$ cat config.mk
export PLATFORM = sky130hd
export DESIGN_NAME = multicycle_control_flat
export DESIGN_NICKNAME = d
export VERILOG_FILES = /design/src/rtl/cpu_ctrl_pkg.sv /design/src/rtl/multicycle_control_if.sv /design/src/rtl/ctrl_opcode_decode.sv /design/src/rtl/multicycle_control.sv /design/src/flat_wrapper.sv
export SDC_FILE = /design/constraint.sdc
export NUM_CORES = 1
export LEC_CHECK = 0
export CAP_MARGIN = 15
export CORE_MARGIN = 5
export CORE_UTILIZATION = 53
export CTS_BUF_LIST = sky130_fd_sc_hd__clkbuf_8
export DETAILED_ROUTE_END_ITERATION = 8
export PLACE_DENSITY = 0.82
export SYNTH_ARGS = -nofsm -noshare
export SYNTH_HDL_FRONTEND = slang
export SYNTH_SLANG_ARGS = --single-unit
$ cat constraint.sdc
create_clock -name clk -period 2.8 [get_ports clk]
set_input_delay 0.28 -clock clk [delete_from_list [all_inputs] [get_ports clk]]
set_output_delay 0.28 -clock clk [all_outputs]
set_load 0.05 [all_outputs]
$ cat src/rtl/cpu_ctrl_pkg.sv
// Shared types and encodings for the multicycle RV32I-subset control FSM.
package cpu_ctrl_pkg;

   localparam int unsigned OPCODE_W = 7;
   localparam int unsigned ALU_OP_W = 2;
   localparam int unsigned CAUSE_W  = 2;
   localparam int unsigned WAIT_W   = 8;

   typedef enum logic [3:0] {
      RST, FETCH, DECODE, EXEC_R, EXEC_I, MEM_ADDR,
      MEM_RD, MEM_WR, WB_ALU, WB_MEM, BRANCH, TRAP
   } state_t;

   typedef enum logic [2:0] {
      CLS_R, CLS_I, CLS_LOAD, CLS_STORE, CLS_BRANCH, CLS_ILLEGAL
   } instr_class_t;

   localparam logic [OPCODE_W-1:0] OP_R      = 7'b0110011;
   localparam logic [OPCODE_W-1:0] OP_I      = 7'b0010011;
   localparam logic [OPCODE_W-1:0] OP_LOAD   = 7'b0000011;
   localparam logic [OPCODE_W-1:0] OP_STORE  = 7'b0100011;
   localparam logic [OPCODE_W-1:0] OP_BRANCH = 7'b1100011;

   localparam logic [ALU_OP_W-1:0] ALU_OP_ADD   = 2'b00;
   localparam logic [ALU_OP_W-1:0] ALU_OP_SUB   = 2'b01;
   localparam logic [ALU_OP_W-1:0] ALU_OP_RTYPE = 2'b10;
   localparam logic [ALU_OP_W-1:0] ALU_OP_ADDI  = 2'b11;

   localparam logic [CAUSE_W-1:0] CAUSE_NONE        = 2'b00;
   localparam logic [CAUSE_W-1:0] CAUSE_ILLEGAL     = 2'b01;
   localparam logic [CAUSE_W-1:0] CAUSE_MEM_TIMEOUT = 2'b10;

   // States that issue a memory request and wait on mem_ready.
   function automatic logic is_mem_state(state_t s);
      return (s == FETCH) || (s == MEM_RD) || (s == MEM_WR);
   endfunction

endpackage

$ cat src/rtl/multicycle_control_if.sv
// Control bundle between the multicycle controller and the shared datapath/memory.
interface multicycle_control_if;
   import cpu_ctrl_pkg::*;

   logic [OPCODE_W-1:0] opcode;
   logic                zero;
   logic                mem_ready;
   logic                mem_read;
   logic                mem_write;
   logic                i_or_d;
   logic                ir_write;
   logic                pc_write;
   logic                pc_src;
   logic                alu_src_a;
   logic                alu_src_b;
   logic [ALU_OP_W-1:0] alu_op;
   logic                reg_write;
   logic                mem_to_reg;

   modport master (
      input  opcode, zero, mem_ready,
      output mem_read, mem_write, i_or_d, ir_write, pc_write, pc_src,
             alu_src_a, alu_src_b, alu_op, reg_write, mem_to_reg
   );

   modport slave (
      output opcode, zero, mem_ready,
      input  mem_read, mem_write, i_or_d, ir_write, pc_write, pc_src,
             alu_src_a, alu_src_b, alu_op, reg_write, mem_to_reg
   );
endinterface

$ cat src/rtl/ctrl_opcode_decode.sv
// Combinational opcode classifier: instruction class, ALU-op code and legality.
module ctrl_opcode_decode
   import cpu_ctrl_pkg::*;
(
   input  logic [OPCODE_W-1:0] opcode,
   output instr_class_t        instr_class,
   output logic [ALU_OP_W-1:0] alu_op,
   output logic                legal
);

   always_comb begin
      instr_class = CLS_ILLEGAL;
      alu_op      = ALU_OP_ADD;
      legal       = 1'b1;
      case (opcode)
         OP_R:      begin instr_class = CLS_R;      alu_op = ALU_OP_RTYPE; end
         OP_I:      begin instr_class = CLS_I;      alu_op = ALU_OP_ADDI;  end
         OP_LOAD:   begin instr_class = CLS_LOAD;   alu_op = ALU_OP_ADD;   end
         OP_STORE:  begin instr_class = CLS_STORE;  alu_op = ALU_OP_ADD;   end
         OP_BRANCH: begin instr_class = CLS_BRANCH; alu_op = ALU_OP_SUB;   end
         default:   legal = 1'b0;
      endcase
   end

endmodule

$ cat src/rtl/multicycle_control.sv
// Main control FSM sequencing the shared datapath over several cycles per instruction,
// with memory wait-state watchdog, sticky trap and retired-instruction counter.
module multicycle_control
   import cpu_ctrl_pkg::*;
#(
   parameter int unsigned MEM_TIMEOUT = 255,
   parameter int unsigned CNT_W       = 32
) (
   input  logic                 clk,
   input  logic                 rst_n,
   multicycle_control_if.master bus,
   output logic [CNT_W-1:0]     retired,
   output logic                 trap,
   output logic [CAUSE_W-1:0]   trap_cause
);

   state_t              state;
   state_t              state_next;
   logic [WAIT_W-1:0]   wait_cnt;
   logic [ALU_OP_W-1:0] alu_op_q;
   logic [CAUSE_W-1:0]  trap_cause_q;
   logic [CAUSE_W-1:0]  cause_next;
   logic [CNT_W-1:0]    retired_q;
   logic                retire;
   logic                timeout;

   instr_class_t        dec_class;
   logic [ALU_OP_W-1:0] dec_alu_op;
   logic                dec_legal;

   ctrl_opcode_decode u_decode (
      .opcode      (bus.opcode),
      .instr_class (dec_class),
      .alu_op      (dec_alu_op),
      .legal       (dec_legal)
   );

   // Transfer wins over the watchdog when both land on the same edge.
   assign timeout = !bus.mem_ready && (wait_cnt == WAIT_W'(MEM_TIMEOUT - 1));

   always_ff @(posedge clk) begin
      if (!rst_n) state <= RST;
      else        state <= state_next;
   end

   always_comb begin
      state_next = state;
      cause_next = CAUSE_NONE;
      retire     = 1'b0;
      case (state)
         RST:      state_next = FETCH;
         FETCH: begin
            if (bus.mem_ready) state_next = DECODE;
            else if (timeout) begin state_next = TRAP; cause_next = CAUSE_MEM_TIMEOUT; end
         end
         DECODE: begin
            if (!dec_legal) begin
               state_next = TRAP;
               cause_next = CAUSE_ILLEGAL;
            end else begin
               case (dec_class)
                  CLS_R:                state_next = EXEC_R;
                  CLS_I:                state_next = EXEC_I;
                  CLS_LOAD, CLS_STORE:  state_next = MEM_ADDR;
                  CLS_BRANCH:           state_next = BRANCH;
                  default: begin state_next = TRAP; cause_next = CAUSE_ILLEGAL; end
               endcase
            end
         end
         EXEC_R, EXEC_I: state_next = WB_ALU;
         MEM_ADDR:       state_next = (dec_class == CLS_LOAD) ? MEM_RD : MEM_WR;
         MEM_RD: begin
            if (bus.mem_ready) state_next = WB_MEM;
            else if (timeout) begin state_next = TRAP; cause_next = CAUSE_MEM_TIMEOUT; end
         end
         MEM_WR: begin
            if (bus.mem_ready) begin state_next = FETCH; retire = 1'b1; end
            else if (timeout) begin state_next = TRAP; cause_next = CAUSE_MEM_TIMEOUT; end
         end
         WB_ALU, WB_MEM, BRANCH: begin
            state_next = FETCH;
            retire     = 1'b1;
         end
         TRAP:    state_next = TRAP;
         default: state_next = RST;
      endcase
   end

   always_comb begin
      bus.mem_read   = 1'b0;
      bus.mem_write  = 1'b0;
      bus.i_or_d     = 1'b0;
      bus.ir_write   = 1'b0;
      bus.pc_write   = 1'b0;
      bus.pc_src     = 1'b0;
      bus.alu_src_a  = 1'b0;
      bus.alu_src_b  = 1'b0;
      bus.alu_op     = ALU_OP_ADD;
      bus.reg_write  = 1'b0;
      bus.mem_to_reg = 1'b0;
      trap           = 1'b0;
      case (state)
         FETCH: begin
            bus.mem_read = 1'b1;
            bus.ir_write = bus.mem_ready;
            bus.pc_write = bus.mem_ready;
         end
         DECODE:   bus.alu_op = dec_alu_op;
         EXEC_R: begin bus.alu_src_a = 1'b1; bus.alu_op = alu_op_q; end
         EXEC_I, MEM_ADDR: begin
            bus.alu_src_a = 1'b1;
            bus.alu_src_b = 1'b1;
            bus.alu_op    = alu_op_q;
         end
         MEM_RD: begin bus.mem_read  = 1'b1; bus.i_or_d = 1'b1; end
         MEM_WR: begin bus.mem_write = 1'b1; bus.i_or_d = 1'b1; end
         WB_ALU:   bus.reg_write = 1'b1;
         WB_MEM: begin bus.reg_write = 1'b1; bus.mem_to_reg = 1'b1; end
         BRANCH: begin
            bus.alu_src_a = 1'b1;
            bus.alu_op    = alu_op_q;
            bus.pc_write  = bus.zero;
            bus.pc_src    = 1'b1;
         end
         TRAP:    trap = 1'b1;
         default: ;
      endcase
   end

   // Wait counter, held ALU-op, trap cause and retire counter.
   always_ff @(posedge clk) begin
      if (!rst_n) begin
         wait_cnt     <= '0;
         alu_op_q     <= ALU_OP_ADD;
         trap_cause_q <= CAUSE_NONE;
         retired_q    <= '0;
      end else begin
         if (state_next != state)
            wait_cnt <= '0;
         else if (is_mem_state(state) && !bus.mem_ready)
            wait_cnt <= wait_cnt + WAIT_W'(1);
         if (state == DECODE)
            alu_op_q <= dec_alu_op;
         if (state != TRAP && state_next == TRAP)
            trap_cause_q <= cause_next;
         if (retire)
            retired_q <= retired_q + CNT_W'(1);
      end
   end

   assign retired    = retired_q;
   assign trap_cause = trap_cause_q;

endmodule

$ cat src/flat_wrapper.sv
// flat-port wrapper written by rule: the top's interface ports become plain ports
module multicycle_control_flat import cpu_ctrl_pkg::*;
#(
   parameter int unsigned MEM_TIMEOUT = 255,
   parameter int unsigned CNT_W       = 32
)
  (clk, rst_n, retired, trap, trap_cause, bus_opcode, bus_zero, bus_mem_ready, bus_mem_read, bus_mem_write, bus_i_or_d, bus_ir_write, bus_pc_write, bus_pc_src, bus_alu_src_a, bus_alu_src_b, bus_alu_op, bus_reg_write, bus_mem_to_reg);
  multicycle_control_if bus_i ();
  input  logic clk;
  input  logic rst_n;
  output logic [CNT_W-1:0] retired;
  output logic trap;
  output logic [CAUSE_W-1:0] trap_cause;
  input wire logic [$bits(bus_i.opcode)-1:0] bus_opcode;
  input wire logic [$bits(bus_i.zero)-1:0] bus_zero;
  input wire logic [$bits(bus_i.mem_ready)-1:0] bus_mem_ready;
  output wire logic [$bits(bus_i.mem_read)-1:0] bus_mem_read;
  output wire logic [$bits(bus_i.mem_write)-1:0] bus_mem_write;
  output wire logic [$bits(bus_i.i_or_d)-1:0] bus_i_or_d;
  output wire logic [$bits(bus_i.ir_write)-1:0] bus_ir_write;
  output wire logic [$bits(bus_i.pc_write)-1:0] bus_pc_write;
  output wire logic [$bits(bus_i.pc_src)-1:0] bus_pc_src;
  output wire logic [$bits(bus_i.alu_src_a)-1:0] bus_alu_src_a;
  output wire logic [$bits(bus_i.alu_src_b)-1:0] bus_alu_src_b;
  output wire logic [$bits(bus_i.alu_op)-1:0] bus_alu_op;
  output wire logic [$bits(bus_i.reg_write)-1:0] bus_reg_write;
  output wire logic [$bits(bus_i.mem_to_reg)-1:0] bus_mem_to_reg;
  assign bus_i.opcode = bus_opcode;
  assign bus_i.zero = bus_zero;
  assign bus_i.mem_ready = bus_mem_ready;
  assign bus_mem_read = bus_i.mem_read;
  assign bus_mem_write = bus_i.mem_write;
  assign bus_i_or_d = bus_i.i_or_d;
  assign bus_ir_write = bus_i.ir_write;
  assign bus_pc_write = bus_i.pc_write;
  assign bus_pc_src = bus_i.pc_src;
  assign bus_alu_src_a = bus_i.alu_src_a;
  assign bus_alu_src_b = bus_i.alu_src_b;
  assign bus_alu_op = bus_i.alu_op;
  assign bus_reg_write = bus_i.reg_write;
  assign bus_mem_to_reg = bus_i.mem_to_reg;
  multicycle_control #(.MEM_TIMEOUT(MEM_TIMEOUT), .CNT_W(CNT_W)) u_core (.clk(clk), .rst_n(rst_n), .bus(bus_i), .retired(retired), .trap(trap), .trap_cause(trap_cause));
endmodule
==> results.toml, run 1 <==
[clocking]
cts_buffers = 5
cts_tree = "yes"
post_cts_resized = 0
clk_pin_slew_ns = 0.08
cts_num_sinks = 48
cts_setup_buffers = 0
clock_path_buffers = 2
cts_hold_buf = 0
clk_latency_ns = 0.30
h-tree-depth = 2
cts_root_buffer = "clkbuf_8"

[yosys]
ys_seq_elements = 48
synth_top_area_share = 0.336
synth_nets = 357
synth-async-reset-ratio = 0
yosysTopAreaCell = "dfxtp_1"
synth.distinct_cells = 60
synthCells = 343
synth.area.top_cells = "dfxtp_1 34%, nand2_1 6.0%, nand4_1 4.4%, xor2_1 4.3%, nor2_1 4.1%"
synth-edff-count = 0
synth_flop_cell = "dfxtp_1"
avgSynthCellArea_um2 = 8.33
synth_seq_area_share = 0.336
ys_warn_count = 0
netlist_area_um2 = 2860

[timing]
whs_ns = 0.458
finClkSkew_ns = 0.0123
slew_headroom = 0.558
slew_viol_final = 0
fmax_ghz = 0.389
fin_crit_ns = 2.57
worst_pin_slew_ns = 0.654
finalSetupViolCount = 0
min_period_over_period = 0.919
hold_viol = 0
rsz0062_at_grt = "no"
fin_setup_tns_ns = 0

[pwr]
p_per_area_nw_per_um2 = 401
p_leak_nw = 1.27
peakVddDrop_uv = 274

[floorplan]
num_rows = 26
pin_count = 58
die_area_um2 = 6960
start_util = 0.552
dieWidth_um = 83.4
core_area_um2 = 5170
die_y_um = 83.4

[critical_path]
reg2reg_depth = 6
crit_start = "u_core.state[3]"
cp_top_family = "buffers and inverters"
cp_slowest_stage_delay_ns = 0.70
crit_end = "bus_alu_src_a"
path_class = "flop to output pin"
r2r_end = "u_core.retired[24]"
worst_setup_path_end_kind = "output pin"
r2r_start = "u_core.state[2]"
critPathBufInv = 3
ff2ff_setup_slack_ns = 0.55
cp_max_fo = 12
cp.arrival_ns = 2.29
cp.depth = 5
worstPathRequired_ns = 2.52
slowest_stage = "clkdlybuf4s50_1"
crit_chain = "buf_4 -> inv_1 -> and3_1 -> a21o_1 -> clkdlybuf4s50_1"
worstSetupStartpointType = "flop"

[global_route]
grt_first_pass_wirelength_mm = 11.4
antenna_found_initial = 0
grt.overflow.total = 0
track_usage = 0.192
grt_max_degree = 30
grt_pass1_vias = 2511

[routing]
met3_length_um = 305
vias_per_cell = 5.77
finalWirelength_mm = 6.67
postRouteAntennaNets = 0
num_vias = 2691
drcViolationCount = 0
wl_per_cell_um = 14.3
drtIter0Drc = 142
wl_met2_mm = 3.12
highest_layer = "met4"
first_pass_iters = 4
wl_met1_mm = 3.16

[hold_path]
worstHoldPathType = "flop to flop"

[layout]
register_area_um2 = 963
layout-drive-gt1-share = 0.0960
final_net_count = 409
diodes = 0
fin_cells = 466
final_core_util = 0.690
areaGrowthSynthToFinish_pct = 24.8
multiInputGateArea_um2 = 1760
fillers = 433

[placement]
dp_hpwl_mm = 4.89
dp.cells = 458
port_buffers = 57
routabilityCongestion = 0.826

[run_status]
status = "finished clean"

[job]
max_cap_violations = 0
[how the worst min path moves through the flow]
stage | startpoint | to | cells past startpoint
after floorplan | rst_n | u_core.retired[17] | 2
after global placement | u_core.alu_op_q[1] | u_core.alu_op_q[1] | 2
after detailed placement | u_core.alu_op_q[0] | u_core.alu_op_q[0] | 2
after CTS | u_core.alu_op_q[0] | u_core.alu_op_q[0] | 2
after global routing | u_core.alu_op_q[0] | u_core.alu_op_q[0] | 2
final | u_core.alu_op_q[0] | u_core.alu_op_q[0] | 2
[kinds of logic (layout without fill, tap and decap cells)]
group	count (synthesis)	after routing	share of synthesized area
simple gates	182	182	0.366
compound gates	51	51	0.135
flops	48	48	0.336
buf+inv	28	81	0.0473
xor+xnor	23	23	0.0705
mux	8	8	0.0324
fa+ha+maj	3	3	0.0131
[worst register-to-register path: stages (launching register included)]
cell and delay, ns:
dfxtp_2 0.52, and3b_4 0.28, a32oi_4 0.15, or4b_1 0.64, buf_4 0.22, nor4_1 0.24, o21bai_1 0.15
[power breakdown]
part           switching (mW)  internal (mW)  total (mW)
combinational           0.148         0.0898       0.238
sequential             0.0149          0.690       0.705
clock                   0.227          0.262       0.489
[routing by layer]
layer	track usage	vias to the layer above
li1	-	1357
met1	0.252	1259
met2	0.315	66
met3	0.0416	9
met4	0.0629	0
met5	0	-
[synth_stat cells (5+ instances only)]
cell / instances
nand2_1: 46
and3_1: 7
nand3_1: 7
xor2_1: 14
mux2i_1: 7
xnor2_1: 9
inv_1: 9
nand2b_1: 12
nor2b_1: 5
o21bai_1: 6
dfxtp_1: 48
nand4_1: 20
nor2_1: 31
a21oi_1: 11
nor3_1: 7
nor4_1: 15
clkbuf_1: 10
[placed cells by master, fill, tap and decap left out, drive strengths merged, types with 5 or more instances in the layout]
cell type	instances
o21bai	6
nand2	46
and3	7
nand2b	12
a21oi	11
nor3	7
buf	11
dfxtp	48
clkbuf	5
nor2b	5
nor2	31
nor4	21
xor2	14
nand3	7
clkdlybuf4s50	53
mux2i	8
nand4	20
xnor2	9
inv	10
[metrics by stage]
stage,area (um2),total power [mW],worst slack [ns]
after global routing,3570,1.50,0.130
after detailed placement,3460,0.956,0.246
after CTS,3560,1.44,0.113
final,3570,1.43,0.227
after floorplan,2860,0.890,0.116
after global placement,3460,0.953,0.365
[layout make-up]
cell class | count | area share
multi-input cells | 267 | 0.494
flip-flops and latches | 48 | 0.270
repair buffers | 64 | 0.172
well taps | 70 | 0.0246
clock buffers | 5 | 0.0193
clock inverters | 3 | 0.0109
inverters | 9 | 0.00947
[sequential cells by signal, summed over array words and instances, names as in the netlist]
signal and flops:
u_core.alu_op_q 2, u_core.retired 32, u_core.state 4, u_core.trap_cause 2, u_core.wait_cnt 8
(Power assumes the default switching activity.)
==> run 2: changes to the inputs <==
- MAX_ROUTING_LAYER: not set -> met4
==> results.toml, run 2 (synthesis gave the netlist of run 1 again) <==
[pwr]
p_comb_frac = 0.165
switching_power_mw = 0.409
p_leak_nw = 1.28
power_mw = 1.48
p_sw_frac = 0.276
p_per_area_nw_per_um2 = 413
internal_power_mw = 1.07
p_clk_frac = 0.361
peakVddDrop_uv = 217
seq_power_share = 0.474

[run_status]
status = "finished clean"

[floorplan]
pin_count = 58
die_y_um = 83.4
core_area_um2 = 5170
start_util = 0.552
num_rows = 26
dieWidth_um = 83.4
die_area_um2 = 6960

[timing]
hold_viol = 0
fmax_ghz = 0.385
fin_ws_ns = 0.206
min_period_over_period = 0.927
fin_crit_ns = 2.59
slew_headroom = 0.551
fin_setup_tns_ns = 0
worst_pin_slew_ns = 0.665
finClkSkew_ns = 0.00699
slew_viol_final = 0
finalSetupViolCount = 0
rsz0062_at_grt = "no"

[routing]
finalWirelength_mm = 6.90
postRouteAntennaNets = 0
drtIter0Drc = 223
drcViolationCount = 0
first_pass_iters = 5
wl_per_cell_um = 14.8
num_vias = 2770
vias_per_cell = 5.93

[layout]
final_common_cell = "clkdlybuf4s50_1"
final_net_count = 410
areaGrowthSynthToFinish_pct = 25.5
fin_area_um2 = 3590
fillers = 427
final_cell_mix = "53 x clkdlybuf4s50_1, 47 x dfxtp_1, 46 x nand2_1"
fin_cells = 467
diodes = 0
layout-drive-gt1-share = 0.0982
largest_register_ff_count = 32

[global_route]
grt_first_pass_wirelength_mm = 11.8
track_usage = 0.202
grt_max_degree = 30
antenna_found_initial = 0
grt.overflow.total = 0
grt_pass1_vias = 2624

[clocking]
cts_tree = "yes"
clk_latency_ns = 0.31
clock_path_buffers = 2
cts_root_buffer = "clkbuf_8"
h-tree-depth = 2
cts_num_sinks = 48
clk_pin_slew_ns = 0.09
cts_hold_buf = 0
cts_buffers = 5
cts_setup_buffers = 0

[placement]
place_area_um2 = 3460
routabilityCongestion = 0.883
port_buffers = 57
place_ws_ns = 0.286
dp.cells = 459
dp_hpwl_mm = 4.99

[critical_path]
worst_setup_path_end_kind = "output pin"
crit_chain = "buf_4 -> inv_1 -> and3_1 -> a21o_1 -> clkdlybuf4s50_1"
cp.arrival_ns = 2.31
path_class = "flop to output pin"
cp_max_fo = 12
slowest_stage = "clkdlybuf4s50_1"
worstSetupStartpointType = "flop"
worstPathRequired_ns = 2.52
cp_slowest_stage_delay_ns = 0.71

[job]
max_cap_violations = 0

[hold_path]
worstHoldPathType = "flop to flop"
-- run 2: changes by cell type in the layout (fill, tap and decap cells not counted), sizes merged --
cell,previous run,this run
buf,11,12
clkbuf,5,6
inv,10,9
-- run 2: timing repair --
| action | in CTS | in global routing |
|---|---|---|
| setup endpoints to repair | 0 | 1 |
| gates resized for setup | 0 | 1 |
| hold endpoints to repair | 0 | 0 |
-- run 2: path summary, 6_finish.rpt --
path | start | endpoint | slack [ns] | cells after the start
setup / recovery | u_core.state[3] | bus_alu_src_a | 0.21 | 5
hold / removal | u_core.alu_op_q[0] | u_core.alu_op_q[0] | 0.46 | 2
setup reg to reg | u_core.state[1] | u_core.wait_cnt[1] | 0.41 | 6
hold reg to reg | u_core.alu_op_q[0] | u_core.alu_op_q[0] | 0.46 | 2
-- run 2: through the flow --
stage | hold slack [ns] | util
CTS | 0.460 | 0.693
floorplan | 0.432 | -
global route | 0.497 | 0.694
finish | 0.460 | 0.694
detailed placement | 0.447 | 0.670
global placement | 0.442 | 0.670
-- run 2: layer usage --
metal,GRT usage,share of wire,vias to the layer above
met1,0.253,0.46,1306
met4,0.0658,0.018,0
met5,-,0,-
li1,-,-,1356
met2,0.328,0.47,95
met3,0.0416,0.054,13
-- run 2: layout make-up --
cell class	count	area, um2	area share
Tap cell	70	87.6	0.0244
Clock inverter	2	38.8	0.0108
Multi-Input combinational cell	267	1760	0.491
Inverter	9	33.8	0.00942
Clock buffer	6	82.6	0.0230
Sequential cell	48	962	0.268
Timing Repair Buffer	65	621	0.173
-- run 2: worst max-delay path: cells and delay by family (launching register included) --
family / cells / cell delay [ns]
and+or+nand+nor: 1 / 0.21
AOI/OAI and AO/OA: 1 / 0.19
buffers and inverters: 3 / 1.08
DFF: 1 / 0.53
-- run 2: power groups by stage --
| stage | clock network (mW) | logic, mW | registers, mW |
|---|---|---|---|
| floorplan | 0 | 0.169 | 0.721 |
| global placement | 0 | 0.238 | 0.718 |
| detailed placement | 0 | 0.242 | 0.718 |
| CTS | 0.552 | 0.243 | 0.702 |
| global route | 0.574 | 0.262 | 0.704 |
| finish | 0.536 | 0.245 | 0.702 |
==> run 3: changes to the inputs <==
- CAP_MARGIN: 15 -> 40
==> results of run 3 <==
The final DEF is identical to that of run 2; final timing and power are the same.
